$ cat config.mk
export PLATFORM = sky130hd
export DESIGN_NAME = crc_frame_ctrl_flat
export DESIGN_NICKNAME = d
export VERILOG_FILES = /design/src/rtl/crc_frame_ctrl_if.sv /design/src/rtl/crc_frame_ctrl.sv /design/src/flat_wrapper.sv
export SDC_FILE = /design/constraint.sdc
export NUM_CORES = 1
export LEC_CHECK = 0
export CORE_MARGIN = 2
export CORE_UTILIZATION = 50
export DETAILED_ROUTE_END_ITERATION = 6
export HOLD_SLACK_MARGIN = 0.12
export PLACE_DENSITY = 0.73
export SYNTH_ARGS = -nofsm -noshare
export SYNTH_HDL_FRONTEND = slang
export SYNTH_SLANG_ARGS = --single-unit
$ cat constraint.sdc
create_clock -name CLK -period 2.9 [get_ports CLK]
set_input_delay 0.87 -clock CLK [delete_from_list [all_inputs] [get_ports CLK]]
set_output_delay 0.87 -clock CLK [all_outputs]
set_load 0.02 [all_outputs]
$ cat src/rtl/crc_frame_ctrl_if.sv
// Signal bundle between the two byte sources, the shared bit-serial CRC engine
// and the result consumer. The slave view belongs to crc_frame_ctrl.
interface crc_frame_ctrl_if #(
    parameter int CRC_W = 8
);
    logic             S0_VALID;
    logic [7:0]       S0_DATA;
    logic             S0_LAST;
    logic             S0_READY;
    logic             S1_VALID;
    logic [7:0]       S1_DATA;
    logic             S1_LAST;
    logic             S1_READY;
    logic             CRC_DATA;
    logic             CRC_ACTIVE;
    logic             CRC_RST_N;
    logic             CRC_BIT;
    logic             OUT_VALID;
    logic [CRC_W-1:0] OUT_CRC;
    logic             OUT_ID;
    logic             OUT_ERR;
    logic             BUSY;

    modport slave (
        input  S0_VALID, S0_DATA, S0_LAST,
        output S0_READY,
        input  S1_VALID, S1_DATA, S1_LAST,
        output S1_READY,
        output CRC_DATA, CRC_ACTIVE, CRC_RST_N,
        input  CRC_BIT,
        output OUT_VALID, OUT_CRC, OUT_ID, OUT_ERR, BUSY
    );

    modport master (
        output S0_VALID, S0_DATA, S0_LAST,
        input  S0_READY,
        output S1_VALID, S1_DATA, S1_LAST,
        input  S1_READY,
        input  CRC_DATA, CRC_ACTIVE, CRC_RST_N,
        output CRC_BIT,
        input  OUT_VALID, OUT_CRC, OUT_ID, OUT_ERR, BUSY
    );
endinterface

$ cat src/rtl/crc_frame_ctrl.sv
// Round-robin sequencer sharing one bit-serial CRC engine between two byte sources:
// serializes each frame LSB-first, collects the serial CRC and reports it with a pulse.
module crc_frame_ctrl #(
    parameter int SAMPLE_DLY = 2,
    parameter int CRC_W      = 8
) (
    input logic              CLK,
    input logic              RST,
    crc_frame_ctrl_if.slave  bus
);
    localparam int              DW     = $clog2(CRC_W + SAMPLE_DLY);
    localparam logic [DW-1:0]   D_LAST = DW'(CRC_W + SAMPLE_DLY - 1);
    localparam logic [DW-1:0]   D_SMP  = DW'(SAMPLE_DLY);

    typedef enum logic [2:0] {IDLE, SHIFT, DRAIN, DONE, FLUSH, ABORT} state_t;

    state_t           state, state_n;
    logic [7:0]       shreg, shreg_n;
    logic [2:0]       bcnt, bcnt_n;
    logic [7:0]       hold, hold_n;
    logic             hold_v, hold_v_n;
    logic             hold_last, hold_last_n;
    logic             last_cur, last_cur_n;
    logic             last_acc, last_acc_n;
    logic             grant, grant_n;
    logic             ptr, ptr_n;
    logic [DW-1:0]    dcnt, dcnt_n;
    logic [CRC_W-1:0] acc, acc_n;

    logic             crc_data_q, crc_active_q, crc_rst_n_q;
    logic             out_valid_q, out_id_q, out_err_q;
    logic [CRC_W-1:0] out_crc_q;

    logic             sel_valid, sel_last, win, rdy, take, rdy0, rdy1, res_n;
    logic [7:0]       sel_data;

    always_comb begin
        state_n     = state;
        shreg_n     = shreg;
        bcnt_n      = bcnt;
        hold_n      = hold;
        hold_v_n    = hold_v;
        hold_last_n = hold_last;
        last_cur_n  = last_cur;
        last_acc_n  = last_acc;
        grant_n     = grant;
        ptr_n       = ptr;
        dcnt_n      = dcnt;
        acc_n       = acc;
        rdy0        = 1'b0;
        rdy1        = 1'b0;
        rdy         = 1'b0;
        take        = 1'b0;
        win         = 1'b0;
        sel_valid   = grant ? bus.S1_VALID : bus.S0_VALID;
        sel_data    = grant ? bus.S1_DATA  : bus.S0_DATA;
        sel_last    = grant ? bus.S1_LAST  : bus.S0_LAST;

        case (state)
            IDLE: begin
                if (bus.S0_VALID || bus.S1_VALID) begin
                    win        = bus.S1_VALID && (!bus.S0_VALID || ptr);
                    grant_n    = win;
                    ptr_n      = !win;
                    rdy0       = !win;
                    rdy1       = win;
                    shreg_n    = win ? bus.S1_DATA : bus.S0_DATA;
                    last_cur_n = win ? bus.S1_LAST : bus.S0_LAST;
                    last_acc_n = win ? bus.S1_LAST : bus.S0_LAST;
                    hold_v_n   = 1'b0;
                    bcnt_n     = '0;
                    state_n    = SHIFT;
                end
            end
            SHIFT: begin
                rdy    = !hold_v && !last_acc;
                take   = rdy && sel_valid;
                rdy0   = rdy && !grant;
                rdy1   = rdy && grant;
                bcnt_n = bcnt + 3'd1;
                if (take)
                    last_acc_n = sel_last;
                // A byte offered on the final bit bypasses the holding register straight into shreg.
                if (bcnt == 3'd7) begin
                    if (last_cur) begin
                        state_n = DRAIN;
                        dcnt_n  = '0;
                    end else if (hold_v || take) begin
                        shreg_n    = hold_v ? hold : sel_data;
                        last_cur_n = hold_v ? hold_last : sel_last;
                        hold_v_n   = 1'b0;
                    end else begin
                        state_n = FLUSH;
                    end
                end else if (take) begin
                    hold_n      = sel_data;
                    hold_v_n    = 1'b1;
                    hold_last_n = sel_last;
                end
            end
            DRAIN: begin
                dcnt_n = dcnt + DW'(1);
                if (dcnt >= D_SMP)
                    acc_n = {bus.CRC_BIT, acc[CRC_W-1:1]};
                if (dcnt == D_LAST)
                    state_n = DONE;
            end
            DONE: state_n = IDLE;
            FLUSH: begin
                rdy0 = !grant;
                rdy1 = grant;
                if (sel_valid && sel_last)
                    state_n = ABORT;
            end
            ABORT: state_n = IDLE;
            default: state_n = IDLE;
        endcase

        res_n = (state_n == DONE) || (state_n == ABORT);
    end

    always_ff @(posedge CLK or negedge RST) begin
        if (!RST) begin
            state        <= IDLE;
            shreg        <= '0;
            bcnt         <= '0;
            hold         <= '0;
            hold_v       <= 1'b0;
            hold_last    <= 1'b0;
            last_cur     <= 1'b0;
            last_acc     <= 1'b0;
            grant        <= 1'b0;
            ptr          <= 1'b0;
            dcnt         <= '0;
            acc          <= '0;
            crc_data_q   <= 1'b0;
            crc_active_q <= 1'b0;
            crc_rst_n_q  <= 1'b1;
            out_valid_q  <= 1'b0;
            out_id_q     <= 1'b0;
            out_err_q    <= 1'b0;
            out_crc_q    <= '0;
        end else begin
            state        <= state_n;
            shreg        <= shreg_n;
            bcnt         <= bcnt_n;
            hold         <= hold_n;
            hold_v       <= hold_v_n;
            hold_last    <= hold_last_n;
            last_cur     <= last_cur_n;
            last_acc     <= last_acc_n;
            grant        <= grant_n;
            ptr          <= ptr_n;
            dcnt         <= dcnt_n;
            acc          <= acc_n;
            crc_active_q <= (state_n == SHIFT);
            crc_data_q   <= (state_n == SHIFT) ? shreg_n[bcnt_n] : 1'b0;
            crc_rst_n_q  <= !res_n;
            out_valid_q  <= res_n;
            if (res_n) begin
                out_id_q  <= grant_n;
                out_err_q <= (state_n == ABORT);
                out_crc_q <= (state_n == ABORT) ? '0 : acc_n;
            end
        end
    end

    assign bus.S0_READY   = rdy0;
    assign bus.S1_READY   = rdy1;
    assign bus.CRC_DATA   = crc_data_q;
    assign bus.CRC_ACTIVE = crc_active_q;
    assign bus.CRC_RST_N  = crc_rst_n_q;
    assign bus.OUT_VALID  = out_valid_q;
    assign bus.OUT_CRC    = out_crc_q;
    assign bus.OUT_ID     = out_id_q;
    assign bus.OUT_ERR    = out_err_q;
    assign bus.BUSY       = (state != IDLE);
endmodule

$ cat src/flat_wrapper.sv
// flat-port wrapper written by rule: the top's interface ports become plain ports
module crc_frame_ctrl_flat 
#(
    parameter int SAMPLE_DLY = 2,
    parameter int CRC_W      = 8
)
  (CLK, RST, bus_S0_VALID, bus_S0_DATA, bus_S0_LAST, bus_S0_READY, bus_S1_VALID, bus_S1_DATA, bus_S1_LAST, bus_S1_READY, bus_CRC_DATA, bus_CRC_ACTIVE, bus_CRC_RST_N, bus_CRC_BIT, bus_OUT_VALID, bus_OUT_CRC, bus_OUT_ID, bus_OUT_ERR, bus_BUSY);
  crc_frame_ctrl_if #(.CRC_W(CRC_W)) bus_i ();
  input logic CLK;
  input logic RST;
  input wire logic [$bits(bus_i.S0_VALID)-1:0] bus_S0_VALID;
  input wire logic [$bits(bus_i.S0_DATA)-1:0] bus_S0_DATA;
  input wire logic [$bits(bus_i.S0_LAST)-1:0] bus_S0_LAST;
  output wire logic [$bits(bus_i.S0_READY)-1:0] bus_S0_READY;
  input wire logic [$bits(bus_i.S1_VALID)-1:0] bus_S1_VALID;
  input wire logic [$bits(bus_i.S1_DATA)-1:0] bus_S1_DATA;
  input wire logic [$bits(bus_i.S1_LAST)-1:0] bus_S1_LAST;
  output wire logic [$bits(bus_i.S1_READY)-1:0] bus_S1_READY;
  output wire logic [$bits(bus_i.CRC_DATA)-1:0] bus_CRC_DATA;
  output wire logic [$bits(bus_i.CRC_ACTIVE)-1:0] bus_CRC_ACTIVE;
  output wire logic [$bits(bus_i.CRC_RST_N)-1:0] bus_CRC_RST_N;
  input wire logic [$bits(bus_i.CRC_BIT)-1:0] bus_CRC_BIT;
  output wire logic [$bits(bus_i.OUT_VALID)-1:0] bus_OUT_VALID;
  output wire logic [$bits(bus_i.OUT_CRC)-1:0] bus_OUT_CRC;
  output wire logic [$bits(bus_i.OUT_ID)-1:0] bus_OUT_ID;
  output wire logic [$bits(bus_i.OUT_ERR)-1:0] bus_OUT_ERR;
  output wire logic [$bits(bus_i.BUSY)-1:0] bus_BUSY;
  assign bus_i.S0_VALID = bus_S0_VALID;
  assign bus_i.S0_DATA = bus_S0_DATA;
  assign bus_i.S0_LAST = bus_S0_LAST;
  assign bus_S0_READY = bus_i.S0_READY;
  assign bus_i.S1_VALID = bus_S1_VALID;
  assign bus_i.S1_DATA = bus_S1_DATA;
  assign bus_i.S1_LAST = bus_S1_LAST;
  assign bus_S1_READY = bus_i.S1_READY;
  assign bus_CRC_DATA = bus_i.CRC_DATA;
  assign bus_CRC_ACTIVE = bus_i.CRC_ACTIVE;
  assign bus_CRC_RST_N = bus_i.CRC_RST_N;
  assign bus_i.CRC_BIT = bus_CRC_BIT;
  assign bus_OUT_VALID = bus_i.OUT_VALID;
  assign bus_OUT_CRC = bus_i.OUT_CRC;
  assign bus_OUT_ID = bus_i.OUT_ID;
  assign bus_OUT_ERR = bus_i.OUT_ERR;
  assign bus_BUSY = bus_i.BUSY;
  crc_frame_ctrl #(.SAMPLE_DLY(SAMPLE_DLY), .CRC_W(CRC_W)) u_core (.CLK(CLK), .RST(RST), .bus(bus_i));
endmodule
==> flow_metrics.py, run 1 <==
metrics = {
    "worst_setup_path": {
        "end_kind": "output pin",
        "critPathLaunchType": "flip-flop",
        "slowest_delay_ns": 0.53,
        "critPathTopFamily": "buffers and inverters",
        "worstPathRequired_ns": 2.03,
        "cp_slowest_cell": "clkdlybuf4s50_1",
        "cp.depth": 4,
        "path_cells": "buf_4 -> or3_4 -> buf_4 -> clkdlybuf4s50_1",
        "crit_top_cell": "buf_4",
        "crit_type": "reg2out",
        "critPathBufInv": 3,
        "critPathMaxFanout": 6,
        "arrival_ns": 1.95,
        "r2r_cells": 9,
    },
    "floorplanning": {
        "boundaryPins": 40,
        "core_um2": 5440,
        "die-area_um2": 6180,
        "rows": 27,
        "die_h_um": 78.6,
        "die_x_um": 78.6,
        "initial_core_util_pct": 51.1,
    },
    "grt": {
        "use_met3_pct": 4.25,
        "gr-usage-met1_pct": 23.8,
        "grt_pass1_wl_mm": 9.56,
        "grt_usage_pct": 19.9,
        "grt.overflow.total": 0,
        "grt_pass1_vias": 2065,
        "grt_max_degree": 55,
        "busiest_layer": "met2",
        "use_met2_pct": 35.3,
        "antenna_found_initial": 0,
    },
    "logic_synthesis": {
        "yosysTopAreaCell": "dfrtp_1",
        "avgSynthCellArea_um2": 11.2,
        "synth_enable_flop_cells": 0,
        "synth_seq_cells": 54,
        "seq_area_frac_synth_pct": 48.6,
        "synthXorXnorAreaFrac_pct": 0.630,
        "syn-num-nets": 276,
        "synth_cell_type_count": 55,
        "muxShareOfSynthArea_pct": 16.8,
        "ys.flop_type": "dfrtp_1",
        "synthCells": 248,
        "synth_top_family_by_area": "multiplexers",
        "ys_top_cells_by_area": "dfrtp_1 48%, mux2_2 12%, mux2i_1 5.0%, nand2_1 2.8%, a22o_1 2.5%",
        "async_flop_share_pct": 100,
        "yosys.area_share.adder_pct": 2.25,
        "synth_warnings": 0,
        "synth_top_area_share_pct": 47.7,
        "synthSimpleGateAreaFrac_pct": 13.1,
        "synth_area_um2": 2780,
        "synth_compound_area_share_pct": 14.2,
    },
    "sta": {
        "final_max_slew_viol_count": 0,
        "whs_ns": 0.486,
        "worstMarginPinSlew_ns": 0.669,
        "fin_crit_sh_pct": 97.3,
        "skew_ns": 0.0111,
        "relSlewSlack_pct": 55.3,
        "fin_crit_ns": 2.82,
        "rsz0062_at_grt": "no",
        "hold_viol_final": 0,
        "fmax_ghz": 0.354,
        "setup_viol": 0,
    },
    "finish": {
        "final_area_um2": 3450,
        "multiInputGateArea_um2": 1340,
        "drive_gt1_share_pct": 26.2,
        "fillerInstances": 460,
        "seqCellArea_um2": 1350,
        "synthToLayoutAreaGrowth_pct": 23.9,
        "fin_nets": 329,
        "num_antenna_cells": 0,
    },
    "route": {
        "drtAntennaViolNets": 0,
        "routed_wl_mm": 5.81,
        "firstDrtPassIters": 4,
        "drt-wirelength-per-cell_um": 15.5,
        "drcViolationCount": 0,
        "routed_via_density": 5.57,
        "vias": 2082,
        "drtIter0Drc": 82,
    },
    "cts": {
        "cts_tree": "done",
        "cts_buffers": 5,
        "cts.sinks": 54,
        "path_clk_slew_ns": 0.10,
        "htreeDepth": 2,
        "clk_latency_ns": 0.32,
        "cts_root_buf": "clkbuf_8",
        "clk_path_buf_depth": 2,
    },
    "power_and_ir_drop": {
        "ir_drop_mv": 0.549,
        "intPower_mw": 1.82,
        "leakagePower_nw": 1.57,
        "p_sw_mw": 1.12,
        "power_frac_clock_pct": 15.2,
        "powerDensity_nw_per_um2": 854,
        "total_power_mw": 2.94,
        "p_comb_share_pct": 46.9,
        "swShare_pct": 38.2,
        "power_frac_seq_pct": 37.9,
    },
    "place": {
        "hpwl_mm": 4.20,
        "port_buffers": 39,
        "placed_cell_area_um2": 3310,
        "globalplace.congestion": 0.793,
    },
    "hold_path": {
        "hold_path_class": "reg2reg",
        "min_path_cells": 2,
    },
    "run_status": {
        "status": "completed",
    },
    "flow_run": {
        "max_cap_violations": 0,
    },
}
==> worst paths after layout <==
| check | endpoint | slack, ns | from |
|---|---|---|---|
| setup reg to reg | u_core.bus.CRC_DATA | 0.50 | u_core.bcnt[0] |
| setup / recovery | bus_BUSY | 0.08 | u_core.state[0] |
| hold / removal | u_core.shreg[6] | 0.49 | u_core.shreg[6] |
| max in group asynchronous | u_core.hold_v | 1.81 | RST |
| min in group asynchronous | u_core.bus.OUT_CRC[3] | 0.66 | RST |
| hold reg to reg | u_core.shreg[6] | 0.49 | u_core.shreg[6] |
==> cell usage after synthesis, drive strengths merged, types with 3 or more instances <==
cell type,n
a21o,3
ha,5
a21oi,7
inv,9
or2,3
nor4,4
nand2,21
nand3,4
buf,8
a22o,8
clkbuf,4
mux2i,14
mux2,29
o21ai,11
o22ai,5
nor2,18
o31ai,3
nand2b,4
dfrtp,53
==> registers in the layout, indices dropped and copies added (netlist names), 3 cells and up <==
name / flops
u_core.acc: 8
u_core.shreg: 8
u_core.hold: 8
u_core.bcnt: 3
u_core.dcnt: 4
u_core.state: 3
u_core.bus.OUT_CRC: 8
==> power by group through the flow <==
stage	registers (mW)	clock network [mW]	logic, mW
5_1_grt	1.15	0.486	1.52
6_report	1.12	0.447	1.38
2_1_floorplan	1.10	0	0.987
3_5_place_dp	1.13	0	1.35
4_1_cts	1.12	0.459	1.36
3_3_place_gp	1.12	0	1.32
==> layer usage <==
| metal | wire length, um | up-vias | part of all wire [%] |
|---|---|---|---|
| met5 | 0 | - | 0 |
| met4 | 82 | 0 | 1.4 |
| met3 | 169 | 8 | 2.9 |
| met2 | 3000 | 35 | 52 |
| met1 | 2560 | 1039 | 44 |
| li1 | - | 1000 | - |
==> cells by family after synthesis <==
group | count (synthesis)
compound gates | 54
xor+xnor | 2
fa+ha+maj | 5
flops | 54
simple gates | 68
buf+inv | 22
mux | 43
==> timing repair <==
| item | in CTS | in global routing |
|---|---|---|
| endpoints found under the hold margin | 0 | 0 |
| gates resized for setup | 12 | 7 |
| hold buffers | 0 | 0 |
| buffers inserted | 1 | 0 |
| endpoints found under the setup margin | 2 | 2 |
| pin swaps | 1 | 1 |
==> worst min-delay path, cell delays in order, from the launching register on <==
cell,delay (ns)
dfrtp_1,0.33
nand2_1,0.06
nand2b_1,0.07
==> per-stage QoR <==
| step | utilization [%] | setup TNS, ns | setup slack (ns) | std cells |
|---|---|---|---|---|
| after floorplan | - | 0 | 0.239 | 248 |
| after global placement | 60.8 | -1.02 | -0.495 | 365 |
| after detailed placement | 60.8 | -1.11 | -0.519 | 365 |
| after CTS | 63.0 | -0.0128 | -0.0128 | 374 |
| after global routing | 63.4 | 0 | 0.0239 | 374 |
| final | 63.4 | 0 | 0.0788 | 374 |
==> area by class of cell <==
type | count | share of cell area [%]
clock buffer | 5 | 2.00
clock inverter | 3 | 0.835
inverter | 10 | 1.09
multi-input combinational | 172 | 38.9
sequential | 54 | 39.3
tap | 72 | 2.61
timing repair buffer | 58 | 15.3
==> layout by cell type (no fill, tap or decap), drive strengths merged, types with 5 or more instances in the layout <==
cell type / n
ha: 5
o22ai: 5
a22o: 8
nor2: 18
nand2: 21
inv: 10
buf: 22
mux2: 29
mux2i: 14
a21oi: 7
clkdlybuf4s50: 34
dfrtp: 53
clkbuf: 5
o21ai: 11
No activity file was read; power rests on OpenSTA's default activity.
==> run 2: changes to the inputs <==
REMOVE_ABC_BUFFERS = 1   (was not set)
==> run 2 against run 1 <==
Against the previous run:
- via count up 0.14%
- flip-flop and latch count unchanged
- die area unchanged
- worst setup slack worse by 0.029 ns
- final cell count unchanged
- count of clock-buffer cells in the layout up 2
- sequential power about the same
- worst hold slack worse by 0.0032 ns
- critical path type is now in2out
- critical endpoint is now bus_S0_READY
- largest power group unchanged
==> flow_metrics.py, run 2 (synthesis gave the netlist of run 1 again) <==
metrics = {
    "grt": {
        "busiest_layer": "met2",
        "grt_pass1_wl_mm": 9.47,
        "grt.overflow.total": 0,
        "grt_max_degree": 34,
        "gr-usage-met1_pct": 25.1,
        "grt_pass1_vias": 2071,
        "antenna_found_initial": 0,
        "grt_usage_pct": 19.7,
        "use_met3_pct": 3.45,
        "use_met2_pct": 33.4,
    },
    "route": {
        "vias": 2085,
        "routed_wl_mm": 5.61,
        "drcViolationCount": 0,
        "firstDrtPassIters": 4,
        "drtAntennaViolNets": 0,
        "routed_via_density": 5.57,
        "drtIter0Drc": 83,
        "drt-wirelength-per-cell_um": 15.0,
    },
    "finish": {
        "drive_gt1_share_pct": 26.2,
        "multiInputGateArea_um2": 1330,
        "num_antenna_cells": 0,
        "layout_commonest_cell": "dfrtp_1",
        "fillerInstances": 477,
        "seqCellArea_um2": 1350,
        "fin_nets": 329,
        "synthToLayoutAreaGrowth_pct": 24.0,
        "final_cell_mix": "53 x dfrtp_1, 35 x clkdlybuf4s50_1, 29 x mux2_2",
        "final_area_um2": 3450,
    },
    "cts": {
        "clk_path_buf_depth": 2,
        "cts_tree": "done",
        "path_clk_slew_ns": 0.09,
        "cts.sinks": 54,
        "postCtsHoldBufs": 0,
        "htreeDepth": 2,
        "cts_setup_buffers": 0,
        "cts_root_buf": "clkbuf_8",
        "clk_latency_ns": 0.31,
        "cts_buffers": 5,
    },
    "worst_setup_path": {
        "critPathTopFamily": "buffers and inverters",
        "slowest_delay_ns": 0.52,
        "path_cells": "clkdlybuf4s50_1 -> nor2_1 -> or2_4 -> o2bb2ai_2 -> buf_4",
        "worstPathRequired_ns": 2.03,
        "critPathBufInv": 2,
        "arrival_ns": 1.98,
        "end_kind": "output pin",
        "critPathMaxFanout": 3,
        "r2r_slack_ns": 0.53,
        "crit_type": "in2out",
        "critPathLaunchType": "input port",
        "cp_slowest_cell": "clkdlybuf4s50_1",
    },
    "sta": {
        "fin_crit_sh_pct": 98.3,
        "fmax_ghz": 0.351,
        "fin_ws_ns": 0.0499,
        "fin_crit_ns": 2.85,
        "setup_viol": 0,
        "setup_tns_ns": 0,
        "rsz0062_at_grt": "no",
        "worstMarginPinSlew_ns": 0.877,
        "relSlewSlack_pct": 41.3,
        "skew_ns": 0.0131,
        "hold_viol_final": 0,
        "final_max_slew_viol_count": 0,
    },
    "power_and_ir_drop": {
        "ir_drop_mv": 0.627,
        "total_power_mw": 2.93,
        "powerDensity_nw_per_um2": 848,
        "leakagePower_nw": 1.57,
    },
    "floorplanning": {
        "core_um2": 5440,
        "rows": 27,
        "die_x_um": 78.6,
        "initial_core_util_pct": 51.1,
        "die-area_um2": 6180,
        "die_h_um": 78.6,
        "boundaryPins": 40,
    },
    "place": {
        "hpwl_mm": 4.23,
        "placed_cell_area_um2": 3330,
        "globalplace.congestion": 0.756,
        "dp_slack_ns": -0.443,
        "port_buffers": 39,
    },
    "flow_run": {
        "max_cap_violations": 0,
    },
    "hold_path": {
        "hold_path_class": "reg2reg",
    },
    "run_status": {
        "status": "completed",
    },
}
==> run 2: cell types whose count changed in the layout (fill, tap and decap cells not counted) <==
| cell | delta |
|---|---|
| inv_8 | -1 |
| buf_4 | -1 |
| buf_12 | +1 |
| or4b_2 | +1 |
| clkinv_4 | -1 |
| a21boi_2 | +1 |
| buf_2 | +1 |
| a21boi_4 | -1 |
| clkdlybuf4s50_1 | +1 |
| or4b_4 | -1 |
| clkbuf_8 | +2 |
| dlygate4sd2_1 | -1 |
| buf_6 | -1 |
==> run 2: path summary, 6_finish.rpt <==
check                                     start               endpoint  cells after the start
worst max-delay path               bus_S1_VALID           bus_S0_READY                      5
worst min-delay path            u_core.shreg[3]        u_core.shreg[3]                      1
worst max register to register  u_core.state[0]    u_core.bus.CRC_DATA                      9
worst min register to register  u_core.shreg[3]        u_core.shreg[3]                      1
max in group asynchronous                   RST         u_core.hold[2]                      2
min in group asynchronous                   RST  u_core.bus.OUT_CRC[7]                      2
==> run 2: report_power, final <==
group          internal [mW]  switching, mW  total, mW
Combinational          0.670          0.701       1.37
Clock                  0.219          0.243      0.462
Sequential             0.967          0.128       1.09
Total                   1.86           1.07       2.93
==> run 2: layer usage <==
metal	part of all wire (%)	vias to the layer above
met5	0	-
met4	1.4	0
met3	3.6	9
met2	51	52
met1	44	1022
li1	-	1002
==> run 2: worst register-to-register path, cell delays in order (launching register included) <==
cell     delay [ns]
dfrtp_1        0.40
buf_4          0.15
or3_4          0.38
or2_4          0.27
buf_4          0.18
o21a_1         0.19
buf_4          0.18
a211o_2        0.32
nand4_1        0.11
o31ai_2        0.08
==> run 2: area by class of cell <==
type	count	area share, %
Sequential cell	54	39.2
Inverter	10	1.09
Multi-Input combinational cell	172	38.5
Clock buffer	7	2.79
Tap cell	72	2.61
Timing Repair Buffer	58	15.5
Clock inverter	1	0.254
==> run 2: repair_timing <==
action | in CTS | in global routing
pin swaps | 0 | 1
setup endpoints to repair | 2 | 2
resized for setup | 11 | 3
==> run 2: metrics by stage <==
| step | std cells | utilization, % | hold WS [ns] |
|---|---|---|---|
| 5_1_grt | 374 | 63.4 | 0.505 |
| 3_5_place_dp | 366 | 61.2 | 0.466 |
| 4_1_cts | 374 | 63.4 | 0.488 |
| 3_3_place_gp | 366 | 61.2 | 0.457 |
| 2_1_floorplan | 236 | - | 0.439 |
| 6_report | 374 | 63.4 | 0.483 |
==> run 3: changes to the inputs <==
SETUP_SLACK_MARGIN = 0.15   (was not set)
==> run 3 against run 2 <==
Against the previous run:
- clock power about the same
- largest cell class unchanged
- combinational power about the same
- die area unchanged
- global-route usage about the same
- critical endpoint is now bus_BUSY
- critical path depth shrank 2
- critical path type is now reg2out
- flip-flop and latch count stayed put
==> flow_metrics.py, run 3 (synthesis gave the netlist of run 1 again) <==
metrics = {
    "power_and_ir_drop": {
        "p_sw_mw": 1.07,
        "intPower_mw": 1.87,
        "powerDensity_nw_per_um2": 849,
        "ir_drop_mv": 0.624,
        "leakagePower_nw": 1.57,
        "swShare_pct": 36.5,
        "power_frac_clock_pct": 15.6,
        "power_frac_seq_pct": 37.3,
        "p_comb_share_pct": 47.1,
    },
    "grt": {
        "grt.overflow.total": 0,
        "busiest_layer": "met2",
        "antenna_found_initial": 0,
        "use_met3_pct": 3.45,
        "use_met2_pct": 33.5,
        "grt_pass1_wl_mm": 9.48,
        "gr-usage-met1_pct": 25.2,
        "grt_pass1_vias": 2057,
        "grt_usage_pct": 19.7,
        "grt_max_degree": 34,
    },
    "sta": {
        "relSlewSlack_pct": 42.4,
        "hold_viol_final": 0,
        "fmax_ghz": 0.374,
        "fin_crit_sh_pct": 92.3,
        "setup_tns_ns": 0,
        "setup_viol": 0,
        "fin_ws_ns": 0.224,
        "rsz0062_at_grt": "no",
        "skew_ns": 0.0105,
        "worstMarginPinSlew_ns": 0.861,
        "fin_crit_ns": 2.68,
        "final_max_slew_viol_count": 0,
    },
    "route": {
        "routed_via_density": 5.54,
        "drcViolationCount": 0,
        "routed_wl_mm": 5.61,
        "drtIter0Drc": 83,
        "vias": 2072,
        "drt-wirelength-per-cell_um": 15.0,
        "drtAntennaViolNets": 0,
        "firstDrtPassIters": 4,
    },
    "cts": {
        "cts_tree": "done",
        "path_clk_slew_ns": 0.09,
        "cts_root_buf": "clkbuf_8",
        "clk_latency_ns": 0.31,
        "htreeDepth": 2,
        "cts_setup_buffers": 0,
        "cts_buffers": 5,
        "clk_path_buf_depth": 2,
        "cts.sinks": 54,
    },
    "floorplanning": {
        "die_x_um": 78.6,
        "boundaryPins": 40,
        "initial_core_util_pct": 51.1,
        "core_um2": 5440,
        "die-area_um2": 6180,
        "die_h_um": 78.6,
        "rows": 27,
    },
    "worst_setup_path": {
        "path_cells": "buf_4 -> or3_4 -> clkdlybuf4s50_1",
        "cp-startpoint": "u_core.state[0]",
        "r2r_slack_ns": 0.53,
        "r2r_cells": 9,
        "arrival_ns": 1.81,
        "timing.rr.start": "u_core.state[0]",
        "end_kind": "output pin",
        "crit_end": "bus_BUSY",
        "cp_slowest_cell": "clkdlybuf4s50_1",
        "critPathMaxFanout": 5,
        "crit_type": "reg2out",
        "worstPathRequired_ns": 2.03,
        "reg2reg_to": "u_core.bus.CRC_DATA",
        "slowest_delay_ns": 0.56,
        "critPathLaunchType": "flip-flop",
    },
    "finish": {
        "final_area_um2": 3460,
        "fin_nets": 329,
        "fin_util_pct": 63.7,
        "drive_gt1_share_pct": 26.2,
        "final_cell_mix": "53 x dfrtp_1, 34 x clkdlybuf4s50_1, 29 x mux2_2",
        "layout_commonest_cell": "dfrtp_1",
        "num_antenna_cells": 0,
        "synthToLayoutAreaGrowth_pct": 24.5,
    },
    "place": {
        "dp_slack_ns": -0.443,
        "globalplace.congestion": 0.756,
        "port_buffers": 39,
        "hpwl_mm": 4.23,
        "placed_cell_area_um2": 3330,
    },
    "run_status": {
        "status": "completed",
    },
    "hold_path": {
        "hold_path_class": "reg2reg",
    },
    "flow_run": {
        "max_cap_violations": 0,
    },
}
-- run 3: area by class of cell --
cell class	count	area, um2
clock inverter	1	8.76
inverter	10	37.5
fill	476	1980
multi-input combinational	172	1340
clock buffer	7	96.3
timing repair buffer	58	537
tap	72	90.1
sequential	54	1350
-- run 3: routing by layer --
metal  part of all wire (%)  vias up
li1                       -     1003
met2                     51       39
met5                      0        -
met1                     44     1023
met3                    3.6        7
met4                    1.2        0
-- run 3: worst min-delay path by stage --
stage / startpoint / cells after the start / end / slack (ns)
after floorplan: u_core.shreg[2] / 2 / u_core.shreg[2] / 0.44
final: u_core.shreg[3] / 1 / u_core.shreg[3] / 0.48
after global routing: u_core.shreg[0] / 2 / u_core.shreg[0] / 0.51
after global placement: u_core.shreg[2] / 2 / u_core.shreg[2] / 0.46
after CTS: u_core.shreg[3] / 1 / u_core.shreg[3] / 0.49
after detailed placement: u_core.shreg[3] / 1 / u_core.shreg[3] / 0.47
-- run 3: critical path, delay by kind of cell, from the launching register on --
family	cells	cell delay (ns)
flip-flops	1	0.40
AND/OR/NAND/NOR	1	0.38
buffers and inverters	2	0.71
-- run 3: through the flow --
step                      std cells  power, mW  hold slack [ns]
after global routing            374       3.15            0.505
final                           374       2.94            0.482
after floorplan                 236       2.02            0.439
after CTS                       374       2.96            0.488
after global placement          366       2.44            0.457
after detailed placement        366       2.47            0.466
-- run 3: what timing repair did --
item | in CTS | in global routing
pin swaps | 1 | 1
hold buffers | 0 | 0
setup endpoints to repair | 2 | 2
hold endpoints to repair | 0 | 0
resized for setup | 18 | 1
-- run 3: power groups by stage --
stage / logic (mW) / clock network, mW / registers [mW]
CTS: 1.39 / 0.474 / 1.09
floorplan: 0.873 / 0 / 1.15
finish: 1.38 / 0.459 / 1.10
global placement: 1.34 / 0 / 1.10
global route: 1.53 / 0.503 / 1.12
detailed placement: 1.36 / 0 / 1.11
